File: config.mk
export PLATFORM = sky130hd
export DESIGN_NAME = armleocpu_avl_arbiter_flat
export DESIGN_NICKNAME = d
export VERILOG_FILES = /design/src/rtl/armleocpu_avl_arbiter_if.sv /design/src/rtl/armleocpu_avl_arbiter.sv /design/src/flat_wrapper.sv
export SDC_FILE = /design/constraint.sdc
export NUM_CORES = 1
export LEC_CHECK = 0
export ABC_CLOCK_PERIOD_IN_PS = 3200
export CAP_MARGIN = 20
export CELL_PAD_IN_SITES_DETAIL_PLACEMENT = 0
export CELL_PAD_IN_SITES_GLOBAL_PLACEMENT = 1
export CORE_ASPECT_RATIO = 1.5
export CORE_MARGIN = 5
export CORE_UTILIZATION = 11
export CTS_CLUSTER_SIZE = 30
export DETAILED_ROUTE_END_ITERATION = 8
export PLACE_DENSITY = 0.95
export SLEW_MARGIN = 20
export SYNTH_ARGS = -nofsm -noshare
export SYNTH_HDL_FRONTEND = slang
export SYNTH_SLANG_ARGS = --single-unit
export TNS_END_PERCENT = 5
File: constraint.sdc
create_clock -name clk -period 3.2 [get_ports clk]
set_input_delay 0.64 -clock clk [delete_from_list [all_inputs] [get_ports clk]]
set_output_delay 0.64 -clock clk [all_outputs]
set_load 0.005 [all_outputs]
File: src/rtl/armleocpu_avl_arbiter_if.sv
// Single-beat Avalon-MM bus bundle shared by the arbiter's master and slave sides.
// The master modport is the side that issues commands; the slave modport answers them.
interface armleocpu_avl_arbiter_if;
  logic [31:0] address;
  logic        read;
  logic        write;
  logic [31:0] writedata;
  logic [3:0]  byteenable;
  logic [31:0] readdata;
  logic        readdatavalid;
  logic        waitrequest;
  logic [1:0]  response;

  modport master (
    output address, read, write, writedata, byteenable,
    input  readdata, readdatavalid, waitrequest, response
  );

  modport slave (
    input  address, read, write, writedata, byteenable,
    output readdata, readdatavalid, waitrequest, response
  );
endinterface

File: src/rtl/armleocpu_avl_arbiter.sv
// Two-master / one-slave Avalon-MM arbiter.
// m0 is the page-table walker (read-only, its write/writedata/byteenable are ignored),
// m1 is the load/store path. One single-beat transaction is in flight at a time;
// command fields are muxed combinationally from the owner, never latched.
module armleocpu_avl_arbiter #(
  parameter bit ROUND_ROBIN = 1'b1
) (
  input  logic                  clk,
  input  logic                  async_rst_n,
  armleocpu_avl_arbiter_if.slave  m0,
  armleocpu_avl_arbiter_if.slave  m1,
  armleocpu_avl_arbiter_if.master avl
);

  typedef enum logic [1:0] {
    STATE_IDLE      = 2'd0,
    STATE_CMD       = 2'd1,
    STATE_WAIT_READ = 2'd2
  } state_t;

  state_t state_reg, state_next;
  logic   owner_reg, owner_next;
  logic   last_grant_reg, last_grant_next;

  logic req0, req1;
  logic cmd_read, cmd_write;

  assign req0 = m0.read;
  assign req1 = m1.read | m1.write;

  // Read data is broadcast; only readdatavalid tells a master the beat is its own.
  assign m0.readdata = avl.readdata;
  assign m1.readdata = avl.readdata;

  // Owner's command kind; a simultaneous read+write from m1 is forwarded as a read only.
  always_comb begin
    cmd_read  = owner_reg ? m1.read : m0.read;
    cmd_write = owner_reg ? (m1.write & ~m1.read) : 1'b0;
  end

  // State, owner and fairness history registers.
  always_ff @(posedge clk or negedge async_rst_n) begin
    if (!async_rst_n) begin
      state_reg      <= STATE_IDLE;
      owner_reg      <= 1'b0;
      last_grant_reg <= 1'b1;
    end else begin
      state_reg      <= state_next;
      owner_reg      <= owner_next;
      last_grant_reg <= last_grant_next;
    end
  end

  // Arbitration and transaction sequencing.
  always_comb begin
    state_next      = state_reg;
    owner_next      = owner_reg;
    last_grant_next = last_grant_reg;
    case (state_reg)
      STATE_IDLE: begin
        if (req0 && req1) begin
          owner_next = ROUND_ROBIN ? ~last_grant_reg : 1'b0;
          state_next = STATE_CMD;
        end else if (req1) begin
          owner_next = 1'b1;
          state_next = STATE_CMD;
        end else if (req0) begin
          owner_next = 1'b0;
          state_next = STATE_CMD;
        end
      end
      STATE_CMD: begin
        if (!avl.waitrequest) begin
          if (cmd_read) begin
            state_next = STATE_WAIT_READ;
          end else begin
            // Writes complete on accept; a vanished command also just releases the bus.
            state_next      = STATE_IDLE;
            last_grant_next = owner_reg;
          end
        end
      end
      STATE_WAIT_READ: begin
        if (avl.readdatavalid) begin
          state_next      = STATE_IDLE;
          last_grant_next = owner_reg;
        end
      end
      default: begin
        state_next = STATE_IDLE;
      end
    endcase
  end

  // Slave command mux, per-master stall and response routing.
  always_comb begin
    avl.address       = 32'h0;
    avl.read          = 1'b0;
    avl.write         = 1'b0;
    avl.writedata     = 32'h0;
    avl.byteenable    = 4'h0;
    m0.waitrequest    = 1'b1;
    m1.waitrequest    = 1'b1;
    m0.readdatavalid  = 1'b0;
    m1.readdatavalid  = 1'b0;
    m0.response       = 2'b00;
    m1.response       = 2'b00;
    case (state_reg)
      STATE_CMD: begin
        avl.address    = owner_reg ? m1.address : m0.address;
        avl.read       = cmd_read;
        avl.write      = cmd_write;
        avl.writedata  = owner_reg ? m1.writedata : 32'h0;
        avl.byteenable = owner_reg ? m1.byteenable : 4'hF;
        if (owner_reg) begin
          m1.waitrequest = avl.waitrequest;
        end else begin
          m0.waitrequest = avl.waitrequest;
        end
      end
      STATE_WAIT_READ: begin
        if (avl.readdatavalid) begin
          if (owner_reg) begin
            m1.readdatavalid = 1'b1;
            m1.response      = avl.response;
          end else begin
            m0.readdatavalid = 1'b1;
            m0.response      = avl.response;
          end
        end
      end
      default: begin
      end
    endcase
  end

endmodule

File: src/flat_wrapper.sv
// flat-port wrapper written by rule: the top's interface ports become plain ports
module armleocpu_avl_arbiter_flat 
#(
  parameter bit ROUND_ROBIN = 1'b1
)
  (clk, async_rst_n, m0_address, m0_read, m0_write, m0_writedata, m0_byteenable, m0_readdata, m0_readdatavalid, m0_waitrequest, m0_response, m1_address, m1_read, m1_write, m1_writedata, m1_byteenable, m1_readdata, m1_readdatavalid, m1_waitrequest, m1_response, avl_address, avl_read, avl_write, avl_writedata, avl_byteenable, avl_readdata, avl_readdatavalid, avl_waitrequest, avl_response);
  armleocpu_avl_arbiter_if m0_i ();
  armleocpu_avl_arbiter_if m1_i ();
  armleocpu_avl_arbiter_if avl_i ();
  input  logic clk;
  input  logic async_rst_n;
  input wire logic [$bits(m0_i.address)-1:0] m0_address;
  input wire logic [$bits(m0_i.read)-1:0] m0_read;
  input wire logic [$bits(m0_i.write)-1:0] m0_write;
  input wire logic [$bits(m0_i.writedata)-1:0] m0_writedata;
  input wire logic [$bits(m0_i.byteenable)-1:0] m0_byteenable;
  output wire logic [$bits(m0_i.readdata)-1:0] m0_readdata;
  output wire logic [$bits(m0_i.readdatavalid)-1:0] m0_readdatavalid;
  output wire logic [$bits(m0_i.waitrequest)-1:0] m0_waitrequest;
  output wire logic [$bits(m0_i.response)-1:0] m0_response;
  input wire logic [$bits(m1_i.address)-1:0] m1_address;
  input wire logic [$bits(m1_i.read)-1:0] m1_read;
  input wire logic [$bits(m1_i.write)-1:0] m1_write;
  input wire logic [$bits(m1_i.writedata)-1:0] m1_writedata;
  input wire logic [$bits(m1_i.byteenable)-1:0] m1_byteenable;
  output wire logic [$bits(m1_i.readdata)-1:0] m1_readdata;
  output wire logic [$bits(m1_i.readdatavalid)-1:0] m1_readdatavalid;
  output wire logic [$bits(m1_i.waitrequest)-1:0] m1_waitrequest;
  output wire logic [$bits(m1_i.response)-1:0] m1_response;
  output wire logic [$bits(avl_i.address)-1:0] avl_address;
  output wire logic [$bits(avl_i.read)-1:0] avl_read;
  output wire logic [$bits(avl_i.write)-1:0] avl_write;
  output wire logic [$bits(avl_i.writedata)-1:0] avl_writedata;
  output wire logic [$bits(avl_i.byteenable)-1:0] avl_byteenable;
  input wire logic [$bits(avl_i.readdata)-1:0] avl_readdata;
  input wire logic [$bits(avl_i.readdatavalid)-1:0] avl_readdatavalid;
  input wire logic [$bits(avl_i.waitrequest)-1:0] avl_waitrequest;
  input wire logic [$bits(avl_i.response)-1:0] avl_response;
  assign m0_i.address = m0_address;
  assign m0_i.read = m0_read;
  assign m0_i.write = m0_write;
  assign m0_i.writedata = m0_writedata;
  assign m0_i.byteenable = m0_byteenable;
  assign m0_readdata = m0_i.readdata;
  assign m0_readdatavalid = m0_i.readdatavalid;
  assign m0_waitrequest = m0_i.waitrequest;
  assign m0_response = m0_i.response;
  assign m1_i.address = m1_address;
  assign m1_i.read = m1_read;
  assign m1_i.write = m1_write;
  assign m1_i.writedata = m1_writedata;
  assign m1_i.byteenable = m1_byteenable;
  assign m1_readdata = m1_i.readdata;
  assign m1_readdatavalid = m1_i.readdatavalid;
  assign m1_waitrequest = m1_i.waitrequest;
  assign m1_response = m1_i.response;
  assign avl_address = avl_i.address;
  assign avl_read = avl_i.read;
  assign avl_write = avl_i.write;
  assign avl_writedata = avl_i.writedata;
  assign avl_byteenable = avl_i.byteenable;
  assign avl_i.readdata = avl_readdata;
  assign avl_i.readdatavalid = avl_readdatavalid;
  assign avl_i.waitrequest = avl_waitrequest;
  assign avl_i.response = avl_response;
  armleocpu_avl_arbiter #(.ROUND_ROBIN(ROUND_ROBIN)) u_core (.clk(clk), .async_rst_n(async_rst_n), .m0(m0_i), .m1(m1_i), .avl(avl_i));
endmodule
## After elaboration in Yosys (flattened, before gate mapping)

Cells that the tools add are included.

| operators by class | value |
|---|---|
| bitwise gates (word level) | 4 |
| reductions and logical operators | 7 |
| equal/unequal tests | 6 |
| muxes and demuxes | 40 |

Operators with widths:

| operator | number |
|---|---|
| $mux 32 | 4 |
| $mux 2 | 12 |
| $mux 1 | 20 |
| $mux 4 | 2 |
| $ne 2x2->1 const B | 3 |
| $pmux 2 s3 | 1 |
| $ne 4x2->1 const B | 1 |
| $reduce_and 4->1 | 1 |
| $reduce_and 3->1 | 1 |
| $reduce_bool 3->1 | 1 |
| $eq 2x1->1 const B | 1 |
| $eq 2x2->1 const B | 1 |
| $logic_not 2->1 | 1 |
| $not 1->1 | 2 |
| $pmux 1 s2 | 1 |
| $reduce_and 2->1 | 1 |
| $reduce_bool 2->1 | 1 |
| $and 1x1->1 | 1 |
| $logic_and 1x1->1 | 1 |
| $or 1x1->1 | 1 |

| storage, ports and cells | value |
|---|---|
| input port bits | 178 |
| bits in registers | 4 |
| word-level logic and storage cells | 60 |
| output and inout bits | 142 |

## Logic depth before layout (Yosys ltp)

| depth | value |
|---|---|
| depth after elaboration | 4 |
| mapped depth | 4 |
| depth with buffers taken out | 3 |

## Worst setup path after synthesis

OpenSTA, ideal clock, no wires.

| timing path | value |
|---|---|
| kind | input to output |
| from | input avl_readdatavalid |
| to | output m0_response[0] |
| required time | 2560 ps |
| slack | 1366 ps |
| path buffers | 0 |
| stages | 3 |
| arrival time | 1194 ps |
| path through | and3b_1 > nor2b_1 > and2_1 |

| between the ends | value |
|---|---|
| word-level cells in the longest chain between the ends | 2 |

RTL lines:

| element | line | text |
|---|---|---|
| start, declared | flat_wrapper.sv:36 | `input wire logic [$bits(avl_i.readdatavalid)-1:0] avl_readdatavalid;` |
| $mux 2 | armleocpu_avl_arbiter.sv:122 | `if (avl.readdatavalid) begin` |
| $mux 2 | armleocpu_avl_arbiter.sv:108 | `case (state_reg)` |
| end, declared | flat_wrapper.sv:20 | `output wire logic [$bits(m0_i.response)-1:0] m0_response;` |

Every way passes these cells.

## Worst setup path after layout

Same ends and word-level chain as after synthesis.

==> impl_metrics.tcl <==
set metrics [dict create \
    status "finished clean" \
    rows 52 \
    finalHoldViolCount 0 \
    final-seq-area_um2 102.6 \
    min_from "u_core.state_reg[1]" \
    cp-start-kind "primary input" \
    largest_reg_flops 2 \
    io-pin-count 320 \
    r2r_cells 3 \
    antenna_cells 0 \
    hold_class "reg2reg" \
    cts.clk_slew.worst_paths_ns 0.03 \
    critical_path_arrival_ns 2.23 \
    initial_core_util_pct 11.18 \
    cts-buffers-inserted 3 \
    wl_per_cell_um 16.72 \
    final_common_cell "clkdlybuf4s50_1" \
    drt-initial-drc-count 24 \
    critPathKind "in2out" \
    cap_violations 0 \
    grt.total_usage_pct 9.299 \
    max_freq_mhz 348.7 \
    yosysSeqAreaShare_pct 6.700 \
    core_um2 13530 \
    cp.required_ns 2.56 \
    die_x_um 105.8 \
    power.density_nw_per_um2 611.5 \
    async_reset_ff_share_pct 100.0 \
    total_power_w 0.001931 \
    ir_drop_mv 0.2246 \
    syn_area_um2 1513 \
    cts_resized 0 \
    num-fill-cells 1501 \
    grt_pass1_vias 1952 \
    slew_headroom_pct 53.40 \
    routabilityCongestion 0.6580 \
    postCtsSetupBuffers 0 \
    insertion_delay_ns 0.23 \
    cts_tree "built" \
    via_per_inst 3.817 \
    die_area_um2 16250 \
    synth_cells 215 \
    worstPathMaxFanout 3 \
    final_cell_mix "clkdlybuf4s50_1 (186), nor2_1 (36), and3_1 (34), mux2i_1 (32), inv_1 (5)" \
    antenna_left 0 \
    synth.distinct_cells 27 \
    hold-path-cell-count 1 \
    h-tree-depth 1 \
    drv_slew 0 \
    drive_above_1_share_pct 3.636 \
    fin_nets 509 \
    synth_warnings 0 \
    finClkSkew_ns 0.003421 \
    reg2reg_from "u_core.owner_reg" \
    grt_pass1_wl_mm 11.40 \
    port-buffer-count 186 \
    cts_root_buffer "clkbuf_16" \
    synthTopCellsByArea "buf_4 (32%), mux2i_1 (21%), and3_1 (14%)" \
    synth_seq_cells 4 \
    dr.pass1.iters 4 \
    period_minus_slack_ns 2.868 \
    rsz0062_at_grt "false" \
    finalCritPeriodShare_pct 89.62 \
    multi_input_area_um2 842.1 \
    setup-violations-final 0 \
    synthesis.nets 393 \
    die_y_um 153.6 \
    hold_buffers 0 \
    wirelength_mm 8.226 \
    leakage_nw 1.379 \
    synth_top_area_cell "buf_4" \
    grt_max_degree 41 \
    setup_tns_ns 0 \
    area_delta_synth_final_pct 108.7 \
    synth-edff-count 0 \
    startpoint "avl_readdatavalid" \
    cp-end-kind "output pin" \
    clock_sinks 4 \
    vias 1878 \
    clock_path_buffers 2 \
    syn_area_per_cell_um2 7.036 \
    synth_top_area_share_pct 31.76 \
    synth_ff_type "dfrtp_1" \
    worstMarginPinSlew_ns 0.6990 \
    hpwlAfterDp_mm 7.282 \
    antenna_found_initial 1 \
    grt_overflow 0 \
    drc 0 \
]
[final timing paths]
| path | slack [ns] | endpoint |
|---|---|---|
| setup / recovery | 0.33 | m0_response[0] |
| hold / removal | 0.60 | u_core.state_reg[0] |
| setup reg to reg | 1.49 | u_core.last_grant_reg |
| hold reg to reg | 0.60 | u_core.state_reg[0] |
| max in group asynchronous | 2.32 | u_core.last_grant_reg |
| min in group asynchronous | 0.63 | u_core.state_reg[1] |
[through the flow]
| stage | hold slack (ns) | cells | utilization, % | cell area [µm²] | worst slack (ns) |
|---|---|---|---|---|---|
| 2_1_floorplan | 0.3444 | 215 | - | 1513 | 1.366 |
| 4_1_cts | 0.6001 | 492 | 23.33 | 3157 | 0.3125 |
| 6_report | 0.6035 | 492 | 23.33 | 3157 | 0.3323 |
| 3_5_place_dp | 0.5904 | 488 | 22.74 | 3078 | 0.3125 |
| 5_1_grt | 0.6345 | 492 | 23.33 | 3157 | 0.2193 |
| 3_3_place_gp | 0.5357 | 488 | 22.74 | 3078 | 0.3705 |
[worst max-delay path, cell delays in order]
cell	delay [ns]
clkdlybuf4s50_1	0.49
and3b_1	0.22
nor2b_1	0.20
and2_1	0.16
clkdlybuf4s50_1	0.50
[layout make-up]
cell class | count | area share (%)
multi-input cells | 126 | 26.67
clock buffers | 4 | 2.497
repair buffers | 191 | 60.56
flip-flops and latches | 4 | 3.250
inverters | 5 | 0.5945
well taps | 162 | 6.421
[cells by family after synthesis]
family | count (synthesis) | synth area share [%]
flops | 4 | 6.700
simple gates | 83 | 28.70
compound gates | 9 | 3.971
buf+inv | 85 | 37.80
mux | 34 | 22.83
[layer usage]
metal,share of wire (%),track usage (%),vias to the layer above
met1,23,5.691,777
met5,0.085,0,-
met2,47,17.03,161
met4,6.2,6.543,2
met3,23,7.718,54
li1,-,-,884
[power by group]
group	switching, W	leakage [nW]	total [W]	internal [W]
registers	0.0000958	0.0455	0.000174	0.0000780
logic	0.000582	1.30	0.00156	0.000974
clock network	0.0000358	0.0382	0.000200	0.000165
[cells in the mapped netlist, drive strengths merged, types with 2 or more instances]
cell type	instances
clkbuf	6
mux2i	33
nand2b	2
dfrtp	3
buf	74
and3	34
inv	5
nor2	36
a21oi	4
and2	3
Note: power is estimated with default switching activity, not from simulation.
